$ cat src/rtl/systola_plm_load_ctrl.sv
// Load sequencer for the Systola PLM: fetches A (8 x n) then B (n x 8) with a single DMA
// read and unpacks each 32-bit beat into four little-endian byte writes on PLM port 0.
module systola_plm_load_ctrl #(
  parameter int ADDR_W = 11,
  parameter int A_BASE = 0,
  parameter int B_BASE = 512,
  parameter int MAX_N  = 64
) (
  input  logic              clk,
  input  logic              rst,
  input  logic [31:0]       conf_info_depth,
  input  logic              conf_done,
  output logic              dma_read_ctrl_valid,
  input  logic              dma_read_ctrl_ready,
  output logic [31:0]       dma_read_ctrl_data_index,
  output logic [31:0]       dma_read_ctrl_data_length,
  output logic [2:0]        dma_read_ctrl_data_size,
  input  logic              dma_read_chnl_valid,
  input  logic [31:0]       dma_read_chnl_data,
  output logic              dma_read_chnl_ready,
  output logic [ADDR_W-1:0] plm_a,
  output logic [7:0]        plm_d,
  output logic              plm_ce,
  output logic              plm_we,
  output logic              load_done,
  output logic              load_err
);

  typedef enum logic [2:0] {IDLE, REQ, RECV, UNPACK, DONE, ERR} state_t;

  state_t      state;
  logic [11:0] half;   // 8*n: bytes per operand region
  logic [11:0] k;      // running byte counter over both operands
  logic [31:0] word;
  logic [1:0]  bsel;   // next byte lane of the latched word

  // Byte counter to PLM address: the first 8n bytes belong to A, the rest to B.
  function automatic logic [ADDR_W-1:0] byte_addr(input logic [11:0] kk,
                                                  input logic [11:0] hh);
    int a;
    if (kk < hh) a = A_BASE + int'(kk);
    else         a = B_BASE + int'(kk) - int'(hh);
    return ADDR_W'(a);
  endfunction

  assign dma_read_ctrl_data_index = 32'd0;

  always_ff @(posedge clk or posedge rst) begin
    if (rst) begin
      state                     <= IDLE;
      half                      <= '0;
      k                         <= '0;
      word                      <= '0;
      bsel                      <= '0;
      dma_read_ctrl_valid       <= 1'b0;
      dma_read_ctrl_data_length <= '0;
      dma_read_ctrl_data_size   <= '0;
      dma_read_chnl_ready       <= 1'b0;
      plm_a                     <= '0;
      plm_d                     <= '0;
      plm_ce                    <= 1'b0;
      plm_we                    <= 1'b0;
      load_done                 <= 1'b0;
      load_err                  <= 1'b0;
    end else begin
      load_done <= 1'b0;
      case (state)
        IDLE: begin
          if (conf_done) begin
            if (conf_info_depth == 32'd0 || conf_info_depth > 32'(MAX_N)) begin
              load_err <= 1'b1;
              state    <= ERR;
            end else begin
              load_err                  <= 1'b0;
              half                      <= {conf_info_depth[8:0], 3'b000};
              k                         <= '0;
              bsel                      <= '0;
              dma_read_ctrl_valid       <= 1'b1;
              dma_read_ctrl_data_length <= {conf_info_depth[29:0], 2'b00};
              dma_read_ctrl_data_size   <= 3'b010;
              state                     <= REQ;
            end
          end
        end
        REQ: begin
          if (dma_read_ctrl_ready) begin
            dma_read_ctrl_valid <= 1'b0;
            dma_read_chnl_ready <= 1'b1;
            state               <= RECV;
          end
        end
        RECV: begin
          if (dma_read_chnl_valid) begin
            word                <= dma_read_chnl_data;
            dma_read_chnl_ready <= 1'b0;
            plm_ce              <= 1'b1;
            plm_we              <= 1'b1;
            plm_d               <= dma_read_chnl_data[7:0];
            plm_a               <= byte_addr(k, half);
            k                   <= k + 12'd1;
            bsel                <= 2'd1;
            state               <= UNPACK;
          end
        end
        UNPACK: begin
          // bsel wraps to 0 while the fourth byte is on the port
          if (bsel != 2'd0) begin
            plm_d <= word[{bsel, 3'b000} +: 8];
            plm_a <= byte_addr(k, half);
            k     <= k + 12'd1;
            bsel  <= bsel + 2'd1;
          end else begin
            plm_ce <= 1'b0;
            plm_we <= 1'b0;
            if (k == (half << 1)) begin
              load_done <= 1'b1;
              state     <= DONE;
            end else begin
              dma_read_chnl_ready <= 1'b1;
              state               <= RECV;
            end
          end
        end
        DONE: begin
          k     <= '0;
          bsel  <= '0;
          state <= IDLE;
        end
        ERR: state <= IDLE;
        default: state <= IDLE;
      endcase
    end
  end

endmodule
$ cat config.mk
export PLATFORM = sky130hd
export DESIGN_NAME = systola_plm_load_ctrl
export DESIGN_NICKNAME = d
export VERILOG_FILES = /design/src/rtl/systola_plm_load_ctrl.sv
export SDC_FILE = /design/constraint.sdc
export NUM_CORES = 1
export LEC_CHECK = 0
export BUFFER_PORTS_ARGS = -buffer_cell sky130_fd_sc_hd__buf_2
export CORE_AREA = 10 10 108 134
export DETAILED_ROUTE_END_ITERATION = 12
export DIE_AREA = 0 0 118 144
export PLACE_DENSITY = 0.76
export REMOVE_ABC_BUFFERS = 1
export SETUP_SLACK_MARGIN = 0.4
export SLEW_MARGIN = 0
export SYNTH_ARGS = -nofsm -noshare
export SYNTH_HDL_FRONTEND = slang
export SYNTH_SLANG_ARGS = --single-unit
$ cat constraint.sdc
create_clock -name clk -period 2.94 [get_ports clk]
set_clock_uncertainty 0.2 [all_clocks]
set_input_delay 0.294 -clock clk [delete_from_list [all_inputs] [get_ports clk]]
set_output_delay 0.294 -clock clk [all_outputs]
set_load 0.02 [all_outputs]
# After elaboration in Yosys (flattened, before gate mapping)
# Index checks and enable logic that the tools add are counted.
# Widths: inputs -> output; s select.
# classes
order_cmp,2
bitwise_logic,1
shifts,1
n_addsub,4
n_eq_ne,12
mux,40
n_reduce_logical,17
# op_table
op,count
$mux 12,4
$pmux 12 s4,1
$mux 11,3
$gt 32x7->1 const B,1
$logic_not 32->1,1
$shiftx 32x6->8,1
$pmux 11 s2,1
$mux 3,6
$mux 8,2
$pmux 8 s2,1
$ne 2x2->1 const B,7
$mux 1,13
$add 12x1->12 const B,1
$eq 12x12->1,1
$lt 12x12->1,1
$pmux 3 s4,1
$add 10x11->11 const A,1
$sub 11x11->11,1
$reduce_and 5->1,2
$reduce_and 3->1,3
$mux 2,4
$pmux 2 s4,1
$reduce_and 4->1,2
$eq 3x2->1 const B,2
other kinds (12),16
# totals
ff_bits,113
wordCells,91

# Longest topological paths before layout
# logic_depth
word_depth,5
mapped_depth,10

# Worst setup path after synthesis
# OpenSTA, ideal clock, no wires.
# synth_path
path_kind,register -> register
start,register half[6]
end,register plm_a[10]
path_stages_with_launch,9
required_time_ps,2612
setup_time_ps,128
slack_ps,378
arrival_time_ps,2233
path_cell_list,dfrtp_1 inv_1 ha_1 fa_1 a211o_1 o32ai_1 o21ai_0 mux2i_1 nand3_1
# synth_via
elab_chain_cells,4
elab_cells_between_ends,6
cone_classes,add/sub: 1; order compare: 1; mux: 4
# synth_rtl
element,line,text
from (decl),32,logic [11:0] half;
from (signal assigned),75,"half <= {conf_info_depth[8:0], 3'b000};"
$sub 11x11->11 or $lt 12x12->1 (tied branches),"42, 41",
$mux 11 (*),41,if (kk < hh) a = A_BASE + int'(kk);
"$mux 11, on equally long branches","107, 93",
$pmux 11 s2 (*),67,case (state)
to (signal assigned),99,"plm_a <= byte_addr(k, half);"
to (signal assigned),109,"plm_a <= byte_addr(k, half);"
to (decl),21,"output logic [ADDR_W-1:0] plm_a,"
# Mark *: on every way between the ends. The rest lies on a longest branch, timed or not. The select of a mux whose other input is x is not followed.
# A chain may end at the register's enable or synchronous reset.

# Worst setup path after layout
# layout_path
start,register k[4]
end,register plm_a[10]
# layout_via
elab_chain_cells,5
elab_cells_between_ends,7
cone_classes,add/sub: 2; order compare: 1; mux: 4
# layout_rtl
element,line,text
from (decl),33,logic [11:0] k;
from (signal assigned),100,k <= k + 12'd1;
from (signal assigned),110,k <= k + 12'd1;
$add 10x11->11,42,else a = B_BASE + int'(kk) - int'(hh);
$sub 11x11->11,42,
$mux 11 (*),41,
"$mux 11, on equally long branches","107, 93",
$pmux 11 s2 (*),67,
# Marks and branches as above.

==> flow_metrics.env <==
export IMPL_status="finished with violations"
export IMPL_violations="negative hold slack"
export IMPL_critPathArrivalTime_ps=2540
export IMPL_cp_common_cell="o21a_1"
export IMPL_cp_required_ps=2970
export IMPL_regToRegSetupSlack_ps=420
export IMPL_worst_slack_ps=421
export IMPL_crit_type="reg -> reg"
export IMPL_clkSinkCount=104
export IMPL_yosysWarnings=0
export IMPL_synthFlopType="dfrtp_1"
export IMPL_slowest_delay_ps=560
export IMPL_power_density_mw_per_mm2=874
export IMPL_rows=45
export IMPL_crit_chain="ha_1 > fa_1 > o21a_1 > o21a_1 > o32ai_2 > o21ai_0 > mux2i_1 > nand3_1"
export IMPL_initial_core_util_pct=46.0
export IMPL_fin_cells=841
export IMPL_ant_nets=0
export IMPL_crit_start="k[4]$_DFFE_PP0P_"
export IMPL_critPathBufInv=0
export IMPL_grt_pass1_vias=4522
export IMPL_num_antenna_cells=0
export IMPL_track_usage_pct=16.0
export IMPL_antenna_found_initial=1
export IMPL_p_leak_nw=3.44
export IMPL_ys_ff_latch=104
export IMPL_num_vias=4272
export IMPL_portBuffers=124
export IMPL_dieHeight_um=144
export IMPL_clkTransAtPathRegs_ps=70
export IMPL_vdd_drop_max_uv=437
export IMPL_end_kind="flop"
export IMPL_viasPerCell=5.08
export IMPL_r2r_end="plm_a[10]$_DFFE_PP0P_"
export IMPL_grt_max_degree=59
export IMPL_start_kind="flop"
export IMPL_drive_above_1_share_pct=30.7
export IMPL_regArea_sq_mm=0.00260
export IMPL_netlist_instances=515
export IMPL_die_w_um=118
export IMPL_h_tree_depth=3
export IMPL_synth_cell_type_count=47
export IMPL_first_pass_iters=4
export IMPL_overflow=0
export IMPL_worst_slew_pin_slew_ps=685
export IMPL_setup_violations=0
export IMPL_final_cell_mix="124 x buf_2, 104 x dfrtp_1, 44 x nand2_1"
export IMPL_postLayoutCoreUtil_pct=57.4
export IMPL_syn_area_per_cell_sq_um=10.7
export IMPL_min_period_ps=2520
export IMPL_die_area_sq_mm=0.0170
export IMPL_wl_um=13800
export IMPL_seq_area_frac_synth_pct=47.4
export IMPL_rsz0062_at_grt="yes"
export IMPL_wl_per_cell_um=16.4
export IMPL_place_ws_ps=322
export IMPL_min_path_type="in -> reg"
export IMPL_syn_area_sq_mm=0.00550
export IMPL_clock_fmax_mhz=397
export IMPL_synth_edf_count=0
export IMPL_period_share_pct=85.7
export IMPL_place_congestion=0.822
export IMPL_final_common_cell="buf_2"
export IMPL_cap_violations=0
export IMPL_dp_hpwl_um=10300
export IMPL_fillers=1035
export IMPL_worstReg2RegStart="k[4]$_DFFE_PP0P_"
export IMPL_clock_latency_ps=340
export IMPL_finalNetCount=768
export IMPL_ioPinCount=161
export IMPL_drc=0
export IMPL_max_slew_margin_rel_pct=54.4
export IMPL_root_buffer="clkbuf_16"
export IMPL_fin_hold_ws_ps=-1.76
export IMPL_crit_path_end="plm_a[10]$_DFFE_PP0P_"
export IMPL_cts_buffer_depth=2
export IMPL_crit_path_max_fanout=7
export IMPL_cts_tree="yes"
export IMPL_dp_cells=789
export IMPL_syn2layout_area_growth_pct=24.7
export IMPL_slowest_stage="fa_1"
export IMPL_reg2reg_depth=8
export IMPL_multi_input_area_sq_mm=0.00257
export IMPL_crit_cells=8
export IMPL_final_hold_viol_count=1
export IMPL_synth_async_reset_ratio_pct=100
export IMPL_cp_top_family="adder cells"
export IMPL_core_area_sq_mm=0.0119
export IMPL_setup_tns_ps=0
export IMPL_numCtsBuffers=9
export IMPL_grt_pass1_wl_um=22300
export IMPL_total_power_mw=5.99
export IMPL_drtIter0Drc=118
export IMPL_slew_viol_final=0
-- layer usage --
layer | routed length, um | vias to the layer above | global-route usage [%]
met5 | 7 | - | 0
met4 | 156 | 2 | 4.37
met3 | 973 | 16 | 4.99
met2 | 7550 | 116 | 29.0
met1 | 5090 | 2117 | 17.7
li1 | - | 2021 | -
-- cell usage after synthesis (2+ instances only) --
library cell	n	share of area, %
nand4_1	3	0.34
o21ai_2	3	0.48
nand2b_1	5	0.57
and3_1	6	0.68
mux2i_1	11	2.0
buf_2	6	0.55
nor3_1	7	0.64
xor2_1	2	0.32
o21ai_0	28	2.6
nand3_1	12	1.1
inv_1	21	1.4
dfrtp_1	104	47
nor4_1	7	0.80
o31a_1	2	0.32
fa_1	3	1.1
or3_1	2	0.23
o21a_1	4	0.55
a21oi_1	23	2.1
xnor2_1	13	2.1
a21o_1	4	0.55
nand2_1	45	3.1
clkbuf_1	15	1.0
a211oi_1	2	0.27
ha_1	24	5.5
a31oi_1	19	2.2
mux4_2	8	3.3
buf_4	37	5.1
buf_6	3	0.61
nor2b_1	22	2.5
mux2_2	32	6.6
nor2_1	26	1.8
-- cell type report --
cell class | count | share of cell area [%]
Multi-Input combinational cell | 364 | 37.5
Timing Repair Buffer | 172 | 15.9
Tap cell | 164 | 2.99
Inverter | 21 | 1.19
Sequential cell | 104 | 38.0
Clock buffer | 9 | 3.29
Clock inverter | 7 | 1.13
-- repair_timing --
| item | 4_1_cts | 5_1_grt |
|---|---|---|
| endpoints found under the hold margin | 77 | 1 |
| endpoints found under the setup margin | 4 | 20 |
| resized for setup | 3 | 4 |
| hold buffers | 32 | 1 |
| pin swaps | 0 | 2 |
| buffers inserted | 0 | 3 |
-- worst min path at each step --
stage / startpoint / endpoint / slack (ps) / depth (start not counted)
4_1_cts: dma_read_chnl_data[19] / word[19]$_DFFE_PP0P_ / 2 / 2
2_1_floorplan: conf_info_depth[0] / half[3]$_DFFE_PP0P_ / 210 / 2
6_report: dma_read_chnl_data[6] / word[6]$_DFFE_PP0P_ / -2 / 2
5_1_grt: dma_read_chnl_data[6] / word[6]$_DFFE_PP0P_ / 4 / 2
3_5_place_dp: rst / dma_read_ctrl_data_length[12]$_DFFE_PP0P_ / 220 / 2
3_3_place_gp: rst / dma_read_ctrl_data_length[24]$_DFFE_PP0P_ / 210 / 2
-- cells by family (layout without fill, tap and decap cells) --
family	after synthesis	count (layout)	synth area share (%)
compound gates	93	93	10.3
xor+xnor	15	15	2.39
fa+ha+maj	27	27	6.56
buf+inv	82	209	8.67
flops	104	104	47.4
mux	51	51	11.8
other cells	1	36	0.0682
simple gates	142	142	12.8
-- where the power goes --
part	internal [mW]	switching, mW	total (mW)
clock network	0.673	0.553	1.23
registers	1.88	0.327	2.21
logic	1.17	1.39	2.56
total	3.72	2.27	5.99
-- state kept, by name, indices dropped and copies added (netlist names) --
register and count:
bsel 2, dma_read_chnl_ready 1, dma_read_ctrl_data_length 22, dma_read_ctrl_data_size 1
dma_read_ctrl_valid 1, half 8, k 12, load_done 1
load_err 1, plm_a 11, plm_d 8, plm_we 1
state 3, word 32
-- through the flow --
| stage | hold WS [ps] | cell area [sq um] |
|---|---|---|
| 2_1_floorplan | 211 | 5230 |
| 5_1_grt | 3.78 | 6850 |
| 4_1_cts | 1.54 | 6790 |
| 6_report | -1.76 | 6850 |
| 3_5_place_dp | 219 | 6160 |
| 3_3_place_gp | 206 | 6160 |
(Power assumes the default switching activity.)
